**src/rtl/ili934x_rect_filler.sv**
```systemverilog
// Rectangle/pattern pixel source for the ili934x_driver window + pixel-stream interface.
// Clamps a fill request to the panel, programs the window, then streams w*h RGB565 pixels in raster order.
module ili934x_rect_filler #(
  parameter int X_RES     = 240,
  parameter int Y_RES     = 320,
  parameter int CELL_LOG2 = 3
) (
  input  logic        clk,
  input  logic        rst_n,
  input  logic        init_done,
  input  logic        req_valid,
  output logic        req_ready,
  input  logic [15:0] req_x0,
  input  logic [15:0] req_y0,
  input  logic [15:0] req_x1,
  input  logic [15:0] req_y1,
  input  logic [1:0]  req_mode,
  input  logic [15:0] req_color_a,
  input  logic [15:0] req_color_b,
  input  logic        abort,
  output logic        win_set_stb,
  output logic [15:0] win_x0,
  output logic [15:0] win_y0,
  output logic [15:0] win_x1,
  output logic [15:0] win_y1,
  input  logic        drv_busy,
  output logic        stream_start,
  output logic [15:0] pix_data,
  output logic        pix_valid,
  input  logic        pix_ready,
  output logic        fill_done,
  output logic        req_err,
  output logic        busy
);

  typedef enum logic [2:0] {
    S_IDLE,
    S_WIN,
    S_WAITW,
    S_START,
    S_STREAM,
    S_DONE
  } state_t;

  localparam logic [15:0] X_MAX = 16'(X_RES - 1);
  localparam logic [15:0] Y_MAX = 16'(Y_RES - 1);

  state_t      state;
  logic [1:0]  fill_mode;
  logic [15:0] color_a;
  logic [15:0] color_b;
  logic [16:0] remaining;
  logic [15:0] cx;
  logic [15:0] cy;
  logic        wait_first;

  logic [15:0] clx0, cly0, clx1, cly1;
  logic        rect_empty;
  logic [16:0] span_w, span_h;
  logic        last_col;
  logic [15:0] nx, ny;

  assign clx0 = (req_x0 > X_MAX) ? X_MAX : req_x0;
  assign clx1 = (req_x1 > X_MAX) ? X_MAX : req_x1;
  assign cly0 = (req_y0 > Y_MAX) ? Y_MAX : req_y0;
  assign cly1 = (req_y1 > Y_MAX) ? Y_MAX : req_y1;
  assign rect_empty = (clx0 > clx1) || (cly0 > cly1);

  assign span_w = 17'(win_x1 - win_x0) + 17'd1;
  assign span_h = 17'(win_y1 - win_y0) + 17'd1;

  // Raster walk: cx runs fastest and wraps at the right edge of the window.
  assign last_col = (cx == (win_x1 - win_x0));
  assign nx       = last_col ? 16'd0 : cx + 16'd1;
  assign ny       = last_col ? cy + 16'd1 : cy;

  assign req_ready = (state == S_IDLE) && init_done;
  assign busy      = (state != S_IDLE);

  function automatic logic [15:0] pattern(input logic xb, input logic yb);
    logic use_b;
    case (fill_mode)
      2'd1:    use_b = xb ^ yb;
      2'd2:    use_b = yb;
      default: use_b = 1'b0;
    endcase
    return use_b ? color_b : color_a;
  endfunction

  always_ff @(posedge clk or negedge rst_n) begin
    if (!rst_n) begin
      state        <= S_IDLE;
      fill_mode    <= 2'd0;
      color_a      <= 16'd0;
      color_b      <= 16'd0;
      win_x0       <= 16'd0;
      win_y0       <= 16'd0;
      win_x1       <= 16'd0;
      win_y1       <= 16'd0;
      remaining    <= 17'd0;
      cx           <= 16'd0;
      cy           <= 16'd0;
      wait_first   <= 1'b0;
      win_set_stb  <= 1'b0;
      stream_start <= 1'b0;
      fill_done    <= 1'b0;
      req_err      <= 1'b0;
      pix_valid    <= 1'b0;
      pix_data     <= 16'd0;
    end else begin
      win_set_stb  <= 1'b0;
      stream_start <= 1'b0;
      fill_done    <= 1'b0;
      req_err      <= 1'b0;
      // Abort outranks everything, including a final transfer in the same cycle.
      if (abort && state != S_IDLE) begin
        state     <= S_IDLE;
        pix_valid <= 1'b0;
      end else begin
        case (state)
          S_IDLE: begin
            if (req_valid && req_ready) begin
              fill_mode <= req_mode;
              color_a   <= req_color_a;
              color_b   <= req_color_b;
              if (rect_empty) begin
                req_err <= 1'b1;
              end else begin
                win_x0      <= clx0;
                win_y0      <= cly0;
                win_x1      <= clx1;
                win_y1      <= cly1;
                win_set_stb <= 1'b1;
                state       <= S_WIN;
              end
            end
          end
          S_WIN: begin
            remaining  <= span_w * span_h;
            wait_first <= 1'b1;
            state      <= S_WAITW;
          end
          S_WAITW: begin
            // The driver may not have raised busy yet in the cycle after the strobe.
            if (wait_first) begin
              wait_first <= 1'b0;
            end else if (!drv_busy) begin
              stream_start <= 1'b1;
              state        <= S_START;
            end
          end
          S_START: begin
            cx        <= 16'd0;
            cy        <= 16'd0;
            pix_valid <= 1'b1;
            pix_data  <= pattern(1'b0, 1'b0);
            state     <= S_STREAM;
          end
          S_STREAM: begin
            if (pix_valid && pix_ready) begin
              if (remaining == 17'd1) begin
                pix_valid <= 1'b0;
                fill_done <= 1'b1;
                state     <= S_DONE;
              end else begin
                remaining <= remaining - 17'd1;
                cx        <= nx;
                cy        <= ny;
                pix_data  <= pattern(nx[CELL_LOG2], ny[CELL_LOG2]);
              end
            end
          end
          S_DONE: begin
            state <= S_IDLE;
          end
          default: begin
            state <= S_IDLE;
          end
        endcase
      end
    end
  end

endmodule

```
**config.mk**
```make
export PLATFORM = sky130hd
export DESIGN_NAME = ili934x_rect_filler
export DESIGN_NICKNAME = d
export VERILOG_FILES = /design/src/rtl/ili934x_rect_filler.sv
export SDC_FILE = /design/constraint.sdc
export NUM_CORES = 1
export LEC_CHECK = 0
export CAP_MARGIN = 30
export CELL_PAD_IN_SITES_DETAIL_PLACEMENT = 0
export CELL_PAD_IN_SITES_GLOBAL_PLACEMENT = 1
export CORE_MARGIN = 2
export CORE_UTILIZATION = 33
export DETAILED_ROUTE_END_ITERATION = 16
export GPL_ROUTABILITY_DRIVEN = 0
export PLACE_DENSITY_LB_ADDON = 0.1
export SLEW_MARGIN = 10
export SYNTH_ARGS = -nofsm -noshare
export SYNTH_HDL_FRONTEND = slang
export SYNTH_SLANG_ARGS = --single-unit
```
**constraint.sdc**
```tcl
create_clock -name clk -period 12.3 [get_ports clk]
set_input_delay 2.46 -clock clk [delete_from_list [all_inputs] [get_ports clk]]
set_output_delay 2.46 -clock clk [all_outputs]
set_load 0.02 [all_outputs]
```
==> results.toml <==
[worst_setup_path]
arrival_ns = 9.12
startpoint_type = "register"
cpMostUsedCell = "fa_1"
crit_path_max_incr_delay_ns = 0.55
crit_type = "register to register"
slowest_stage = "fa_1"
critPathCaptureType = "register"
worstPathRequired_ns = 12.69
critPathMaxFanout = 7

[logic_synthesis]
synth-edff-count = 0
synth_ff_type = "dfrtp_1"
netlist_area_sq_mm = 0.0149
synth_cell_types = 75
async_flop_share_pct = 100
yosys_warnings = 0
ys_seq_elements = 160
ys_seq_area_share_pct = 26.9
netlist_instances = 1658
avgSynthCellArea_sq_um = 8.99

[global_routing]
grt_max_degree = 77
grt_pass1_vias = 12496
overflow = 0
grt_pass1_wl_um = 69500
grtUsageTotal_pct = 19.4
antenna_found_initial = 0

[die]
core_area_sq_mm = 0.0444
rows = 77
initial_core_util_pct = 33.5
die_h_um = 216
die_w_um = 216
die_area_sq_mm = 0.0469
pin_count = 192

[outcome]
status = "finished, final reports clean"

[route]
ant_nets = 0
drt-initial-drc-count = 542
vias = 12047
wl_per_cell_um = 17.7
wl_um = 43600
drcViolationCount = 0
drt-vias-per-instance = 4.87
dr.pass1.iters = 5

[worst_hold_path]
hold_class = "register to register"

[timing]
tns_ns = 0
finalHoldViolations = 0
timing.hold.ws_ns = 0.504
drv_slew = 0
fmax_ghz = 0.115
clock_skew_ns = 0.0115
slew_headroom_pct = 38.6
rsz0062_at_grt = "no"
period_share_pct = 71.0
setup_viol = 0
fin_crit_ns = 8.73
worstMarginPinSlew_ns = 0.898

[final_layout]
final_cells = 2472
fin_util_pct = 41.2
diodes = 0
finalNetCount = 2235
layout_commonest_cell = "inv_1"
drive_above_1_share_pct = 6.97
area_growth_pct = 22.7
final_cell_mix = "inv_1 (221), clkdlybuf4s50_1 (190), nand2_1 (162)"

[cts]
cts_max_level = 4
cts_tree = "done"
clk_pin_slew_worst_paths_ns = 0.08
clk_latency_ns = 0.48
cts_sinks = 160
cts_made_buffers = 17
cts_root_buf = "clkbuf_16"
cts_resized = 0
cts_buffer_depth = 2
ctsHoldBuffers = 0
postCtsSetupRepairBufs = 0

[placement]
dpl.hpwl_um = 34900
placedCellCount = 2439
port_buffers = 191

[flow_run]
drv_cap = 0
## path summary, 6_finish.rpt
kind | from | endpoint | slack, ns | cells after the start
max | win_x0[1] | remaining[16] | 3.57 | 31
min | color_b[8] | color_b[8] | 0.50 | 1
max reg2reg | win_x0[1] | remaining[16] | 3.57 | 31
min reg2reg | color_b[8] | color_b[8] | 0.50 | 1
max in group asynchronous | rst_n | cx[7] | 8.44 | 3
min in group asynchronous | rst_n | win_y0[8] | 1.88 | 1
## cells in the mapped netlist, types with 4 or more instances
| cell | instances | area (sq um) |
|---|---|---|
| xor2_1 | 29 | 254 |
| mux2_2 | 42 | 473 |
| nor3_1 | 42 | 210 |
| mux2i_1 | 4 | 40.0 |
| o21bai_1 | 9 | 67.6 |
| ha_1 | 154 | 1930 |
| and3_1 | 12 | 75.1 |
| and2_1 | 38 | 238 |
| or2_2 | 18 | 113 |
| o22ai_1 | 8 | 50.1 |
| nor3b_1 | 8 | 60.1 |
| o21a_1 | 4 | 30.0 |
| o21ai_0 | 83 | 415 |
| inv_1 | 221 | 830 |
| o21ai_1 | 14 | 70.1 |
| nand4_1 | 14 | 87.6 |
| a21oi_1 | 69 | 345 |
| a31oi_1 | 20 | 125 |
| or3_1 | 10 | 62.6 |
| nand2_1 | 162 | 608 |
| nor4_1 | 15 | 93.8 |
| a211oi_1 | 5 | 37.5 |
| fa_1 | 109 | 2180 |
| nor2_1 | 142 | 533 |
| dfrtp_1 | 160 | 4000 |
| nor2b_1 | 15 | 93.8 |
| o211ai_1 | 4 | 30.0 |
| nand2b_1 | 7 | 43.8 |
| xnor2_1 | 60 | 526 |
| nand3_1 | 42 | 210 |
| clkbuf_1 | 44 | 165 |
| a21o_1 | 25 | 188 |
| a22o_1 | 6 | 52.6 |
## layer usage
metal | vias up | GRT usage [%] | share of wire, % | wire [um]
met5 | - | 0 | 0 | 0
met4 | 0 | 6.39 | 2.2 | 974
met3 | 48 | 3.40 | 3.1 | 1350
met2 | 190 | 32.1 | 48 | 20900
met1 | 5886 | 25.6 | 47 | 20400
li1 | 5923 | - | - | -
## metrics by stage
stage,cell area [sq um],setup WS [ns]
final,18300,3.57
after global routing,18300,3.04
after CTS,18300,3.53
after detailed placement,17700,3.56
after global placement,17600,3.77
after floorplan,15000,4.10
## state kept, by name (all words and copies together) (netlist names)
signal	count
win_set_stb	1
fill_done	1
req_err	1
remaining	17
state	3
stream_start	1
cy	4
win_y1	16
win_x1	16
win_y0	16
wait_first	1
pix_valid	1
fill_mode	2
color_a	16
cx	16
pix_data	16
color_b	16
win_x0	16
## worst max-delay path, delay by kind of cell (launching register included)
kind,cells,cell delay (ns)
buf+inv,5,0.32
xor+xnor,11,2.92
fa+ha+maj,9,3.90
simple gates,3,0.45
flops,1,0.41
compound gates,3,0.64
## area by class of cell
class / count / area (sq um)
clock inverters: 14 / 168
repair buffers: 209 / 2090
well taps: 592 / 741
fillers: 4556 / 26100
flip-flops and latches: 160 / 4000
inverters: 221 / 830
multi-input cells: 1258 / 10000
clock buffers: 18 / 439
## cells by family after synthesis
logic type / count (synthesis) / share of synthesized area, %
buffers and inverters: 268 / 6.78
adder cells (fa/ha/maj): 263 / 27.6
AND/OR/NAND/NOR: 539 / 17.1
flip-flops: 160 / 26.9
multiplexers: 46 / 3.44
other: 2 / 0.0504
AO/OA/AOI/OAI: 284 / 11.9
XOR/XNOR: 96 / 6.22
Power is left out: the tool's default activity adds up to more than one toggle a clock period on the data nets, which glitch-free logic cannot reach.
==> patch 1 (config.mk and constraints unchanged) <==
Reset style: synchronous (`rst_n`), changed in one clocked block.
--- a/src/rtl/ili934x_rect_filler.sv
+++ b/src/rtl/ili934x_rect_filler.sv
@@ -89,3 +89,3 @@
 
-  always_ff @(posedge clk or negedge rst_n) begin
+  always_ff @(posedge clk) begin
     if (!rst_n) begin
Formal check against the unedited RTL: differs if rst_n is asserted again (counterexample within 4 cycles, from zero or initial values and one cycle with rst_n low); with rst_n held inactive, the same outputs for 4 cycles.
==> patch 1 against the unedited design <==
Synthesized cell count grew 7.4%; area after synthesis shrank 1.7%; sequential cell count is the same; routed wire length grew 3.8%; non-clock buffer count grew 2; design area shrank 2.0%; die area shrank 1.7%; setup slack gained 0.12 ns; critical path type unchanged.
Power is left out: the tool's default activity adds up to more than one toggle a clock period on the data nets, which glitch-free logic cannot reach.
==> patch 1: results (changes against the unedited design) <==
- The post-synthesis async set-or-reset flop share came to 0% (was 100%).
- The multiplexer fraction of the synthesized cell area is 2.40% (was 3.44%).
- The number of cells on the worst hold path was 2 (was 1).
- The number of design-rule violations left by the first detailed-router iteration is 653 (was 542).
- The adder and majority gate portion of the synthesized area is 28.1% (was 27.6%).
- The number of warnings printed during yosys synthesis came to 0 (unchanged).
- The TritonCTS buffer count is 17 (unchanged).
- The worst max-slew margin expressed relative to the limit is 43.1% (was 38.6%).
- The critical-path maximum fanout is 6 (was 7).
- The total routed wirelength is 45300 um (was 43600 um).
- The via count of the first global-routing pass is 12.7k (was 12.5k).
- The global-route wire length before repair is 71200 um (was 69500 um).
- The number of H-tree levels is 4 (unchanged).
- The count of filler cells inserted in the layout is 4564 (was 4556).
- The insertion delay to the later sink of the worst-skew pair is 0.50 ns (was 0.48 ns).
- The HPWL reported at the end of detailed placement was 36500 um (was 34900 um).
- The flip-flop count of the largest register, all copies and words added came to 17 (unchanged).
- Leading post-synthesis cells by cell area: sky130_fd_sc_hd__dfxtp_1 22%, sky130_fd_sc_hd__fa_1 15%, sky130_fd_sc_hd__ha_1 13%, sky130_fd_sc_hd__nand2_1 5.8%, sky130_fd_sc_hd__inv_1 5.6% (was sky130_fd_sc_hd__dfrtp_1 27%, sky130_fd_sc_hd__fa_1 15%, sky130_fd_sc_hd__ha_1 13%, sky130_fd_sc_hd__inv_1 5.6%, sky130_fd_sc_hd__nand2_1 4.1%).
- The hold path startpoint is color_b[14] (was color_b[8]).
- The final net count was 2335 (was 2235).
- The largest net degree at the start of global routing was 79 (was 77).
- The count of input and output buffers is 191 (unchanged).
- The initial antenna violation count was 5 (was 0).
- The via-per-instance ratio is 4.91 (was 4.87).
- The sequential element share of the synthesized area is 21.9% (was 26.9%).
- The critical path launch point is win_y1[1] (was win_x0[1]).
- Status: complete, no violations (unchanged).
- The global routing usage summed across all routing layers is 19.9% (was 19.4%).
- The worst setup skew after layout is 0.0123 ns (was 0.0115 ns).
- The complex-gate fraction of the synthesized area is 14.1% (was 11.9%).
- The cell count of the worst reg-to-reg path is 29 (was 31).
- The signal arrival time at the worst endpoint is 8.98 ns (was 9.12 ns).
- The number of gates resized after CTS came to 0 (unchanged).
- The post-synthesis cell type count is 72 (was 75).
- Commonest cells post-synth: 225 x sky130_fd_sc_hd__nand2_1, 217 x sky130_fd_sc_hd__inv_1, 160 x sky130_fd_sc_hd__dfxtp_1 (was 221 x sky130_fd_sc_hd__inv_1, 162 x sky130_fd_sc_hd__nand2_1, 160 x sky130_fd_sc_hd__dfrtp_1).
- The post-synthesis share of cell area spent on xor and xnor gates came to 6.40% (was 6.22%).
- The critical-path cell with the highest stage delay was sky130_fd_sc_hd__a211oi_1 (was sky130_fd_sc_hd__fa_1).
patch 1: tightest hold or removal path, cell delays in order, from the launching register on:
cell and delay (ns):
sky130_fd_sc_hd__dfxtp_1 0.31, sky130_fd_sc_hd__nand2_1 0.05, sky130_fd_sc_hd__a21oi_1 0.05
patch 1: worst paths after layout:
path	endpoint	slack [ns]
max	remaining[16]	3.70
min	color_b[14]	0.46
max reg2reg	remaining[16]	3.70
min reg2reg	color_b[14]	0.46
patch 1: routing by layer:
metal  track usage, %  vias to the layer above  routed length, um
met1             25.6                     6079              21100
met4             6.23                        6                979
li1                 -                     6317                  -
met3             4.79                       51               1930
met2             32.9                      198              21300
met5                0                        -                 34
patch 1: cells by family (layout without fill, tap and decap cells):
kind of cell             count (synthesis)  count (layout)
AO/OA/AOI/OAI                          316             316
XOR/XNOR                                99              99
adder cells (fa/ha/maj)                263             263
buffers and inverters                  289             461
flip-flops                             160             160
multiplexers                            35              35
other                                    2              32
AND/OR/NAND/NOR                        616             616
patch 1: stage by stage:
stage | util, % | hold WS (ns) | instance area (sq um) | instances | setup WS, ns
3_3_place_gp | 39.3 | 0.442 | 17300 | 2539 | 3.88
3_5_place_dp | 39.3 | 0.447 | 17300 | 2540 | 3.69
2_1_floorplan | - | 0.436 | 14800 | 1808 | 4.25
6_report | 40.7 | 0.456 | 17900 | 2574 | 3.70
5_1_grt | 40.7 | 0.478 | 17900 | 2573 | 3.11
4_1_cts | 40.7 | 0.458 | 17900 | 2572 | 3.67
patch 1: area by class of cell:
class	instances	area share (%)
antenna	2	0.0279
tap	592	4.14
sequential	160	17.9
multi-input combinational	1359	58.5
clock buffer	17	2.37
clock inverter	15	1.07
timing repair buffer	211	11.5
inverter	218	4.57
==> patch 2 (config.mk and constraints unchanged) <==
Made on the original files. Set the parameter `CELL_LOG2` to 4 (it was 3).
--- a/src/rtl/ili934x_rect_filler.sv
+++ b/src/rtl/ili934x_rect_filler.sv
@@ -5,3 +5,3 @@
   parameter int Y_RES     = 320,
-  parameter int CELL_LOG2 = 3
+  parameter int CELL_LOG2 = 4
 ) (
Behaviour: same outputs for any inputs over 4 cycles, from zero or initial values and one cycle with rst_n low; that may be too few to reach the edited logic, so the function may still have changed.
==> patch 2 against the unedited design <==
Sequential cell count increased by 1; highest routed layer unchanged; largest cell class unchanged; clock skew increased by 0.0062 ns; critical path type unchanged; area after synthesis increased by 1.0%; setup slack improved by 0.043 ns; via count decreased by 2.4%; maximum frequency increased by 0.49%; design area increased by 0.89%; first-iteration DRC count decreased by 4.1%; synthesized cell count decreased by 2.0%; worst hold slack got worse by 0.018 ns; routed wire length decreased by 2.9%.
Power is left out: it rests on default switching activity, and per cell area and clock period it moved more than threefold.
==> patch 2: results (changes against the unedited design) <==
- The largest incremental delay on the critical path came to 0.72 ns (was 0.55 ns).
- The via count of the first global-routing pass is 12.6k (was 12.5k).
- The number of buffers inserted by post-CTS setup repair is 0 (unchanged).
- The initial antenna violation count is 1 (was 0).
- The clock reaches the later pin of the worst-skew pair after 0.49 ns.
- The number of H-tree levels came to 4 (unchanged).
- The sequential element share of the synthesized area is 26.8% (was 26.9%).
- The transition time at the pin with the least slew margin is 0.989 ns (was 0.898 ns).
- The buffer depth of the longest clock path is 2 (unchanged).
- The critical-path maximum fanout is 10 (was 7).
- The final net count is 2206 (was 2235).
- The critical-path cell with the highest stage delay is sky130_fd_sc_hd__xor2_1 (was sky130_fd_sc_hd__fa_1).
- The ratio of cells with drive above 1 in the final layout was 6.86% (was 6.97%).
- The total routed wirelength is 42400 um (was 43600 um).
- The worst setup skew after layout is 0.0177 ns (was 0.0115 ns).
- The beginning of the worst register-to-register path is win_y0[1] (was win_x0[1]).
- The clock edge transition at the registers on the reported setup and hold paths came to 0.08 ns (about the same).
- The worst hold slack after final layout came to 0.486 ns (was 0.504 ns).
- The signal arrival time at the worst endpoint is 9.09 ns (was 9.12 ns).
- Commonest cells post-synth: 236 x sky130_fd_sc_hd__inv_1, 161 x sky130_fd_sc_hd__dfrtp_1, 154 x sky130_fd_sc_hd__ha_1 (was 221 x sky130_fd_sc_hd__inv_1, 162 x sky130_fd_sc_hd__nand2_1, 160 x sky130_fd_sc_hd__dfrtp_1).
- The HPWL reported at the end of detailed placement was 33300 um (was 34900 um).
- The hold path endpoint was stream_start (was color_b[8]).
- The first-pass detailed-route iteration total came to 5 (unchanged).
- The cell family contributing the most delay on the critical path is adder cells (unchanged).
- The global routing usage summed across all routing layers came to 18.9% (was 19.4%).
- The post-synthesis cell type count is 83 (was 75).
- The largest area contributor in the netlist was sky130_fd_sc_hd__dfrtp_1 (unchanged).
- The number of cells on the worst hold path was 1 (unchanged).
- The cell count of the worst reg-to-reg path is 27 (was 31).
- The global-route wire length before repair is 68600 um (was 69500 um).
- Status: complete, no violations (unchanged).
- The number of design-rule violations left by the first detailed-router iteration is 520 (was 542).
- The hold path startpoint is wait_first (was color_b[8]).
- The clock root buffer master was sky130_fd_sc_hd__clkbuf_16 (unchanged).
- The total vias in the final route is 11.8k (was 12.0k).
- The setup slack of the worst register-to-register path is 3.62 ns (was 3.57 ns).
- Leading post-synthesis cells by cell area: sky130_fd_sc_hd__dfrtp_1 27%, sky130_fd_sc_hd__fa_1 15%, sky130_fd_sc_hd__ha_1 13%, sky130_fd_sc_hd__inv_1 5.9%, sky130_fd_sc_hd__nand2_1 3.4% (was sky130_fd_sc_hd__dfrtp_1 27%, sky130_fd_sc_hd__fa_1 15%, sky130_fd_sc_hd__ha_1 13%, sky130_fd_sc_hd__inv_1 5.6%, sky130_fd_sc_hd__nand2_1 4.1%).
- The number of gates resized after CTS is 0 (unchanged).
- The largest net degree at the start of global routing is 89 (was 77).
-- patch 2: cell types whose count changed after synthesis, moves of 16 or more --
| cell | change |
|---|---|
| sky130_fd_sc_hd__nand2_1 | -24 |
| sky130_fd_sc_hd__nor2_1 | -18 |
| sky130_fd_sc_hd__a31oi_1 | -16 |
| sky130_fd_sc_hd__nor3_1 | -17 |
| sky130_fd_sc_hd__mux2i_1 | +30 |
| sky130_fd_sc_hd__a21oi_1 | -16 |
-- patch 2: worst max path at each step --
stage	slack (ns)	cells after the start	to	start
4_1_cts	3.60	30	remaining[16]	win_y0[1]
3_3_place_gp	3.67	30	remaining[16]	win_y0[1]
2_1_floorplan	4.20	28	remaining[16]	win_y1[1]
5_1_grt	2.98	30	remaining[16]	win_y0[1]
6_report	3.62	27	remaining[16]	win_y0[1]
3_5_place_dp	3.63	30	remaining[16]	win_y0[1]
-- patch 2: final cells by class --
cell class / count / area, sq um
Fill cell: 4568 / 26700
Multi-Input combinational cell: 1208 / 10000
Sequential cell: 161 / 4030
Timing Repair Buffer: 213 / 2130
Inverter: 237 / 890
Tap cell: 600 / 751
Clock buffer: 18 / 439
Clock inverter: 14 / 155
Antenna cell: 1 / 2.50
-- patch 2: layer usage --
| layer | part of all wire, % | routed length [um] | track usage [%] |
|---|---|---|---|
| met4 | 1.9 | 820 | 5.87 |
| met3 | 3.3 | 1420 | 3.64 |
| met2 | 49 | 20800 | 32.0 |
| met1 | 46 | 19400 | 24.1 |
| met5 | 0 | 0 | 0 |
-- patch 2: logic make-up (layout without fill, tap and decap cells) --
| logic type | after synthesis | in the layout | synth area share (%) |
|---|---|---|---|
| AOI/OAI and AO/OA | 256 | 256 | 11.0 |
| DFF | 161 | 161 | 26.8 |
| and+or+nand+nor | 479 | 479 | 15.4 |
| adders and majority gates | 263 | 263 | 27.3 |
| buffers and inverters | 284 | 482 | 7.22 |
| other | 2 | 31 | 0.0499 |
| xor gates and xnor gates | 95 | 95 | 6.15 |
| muxes | 85 | 85 | 6.08 |
-- patch 2: stage by stage --
| step | instances | instance area [sq um] |
|---|---|---|
| 6_report | 2452 | 18400 |
| 5_1_grt | 2451 | 18400 |
| 4_1_cts | 2448 | 18400 |
| 2_1_floorplan | 1653 | 15200 |
| 3_3_place_gp | 2415 | 17800 |
| 3_5_place_dp | 2416 | 17800 |
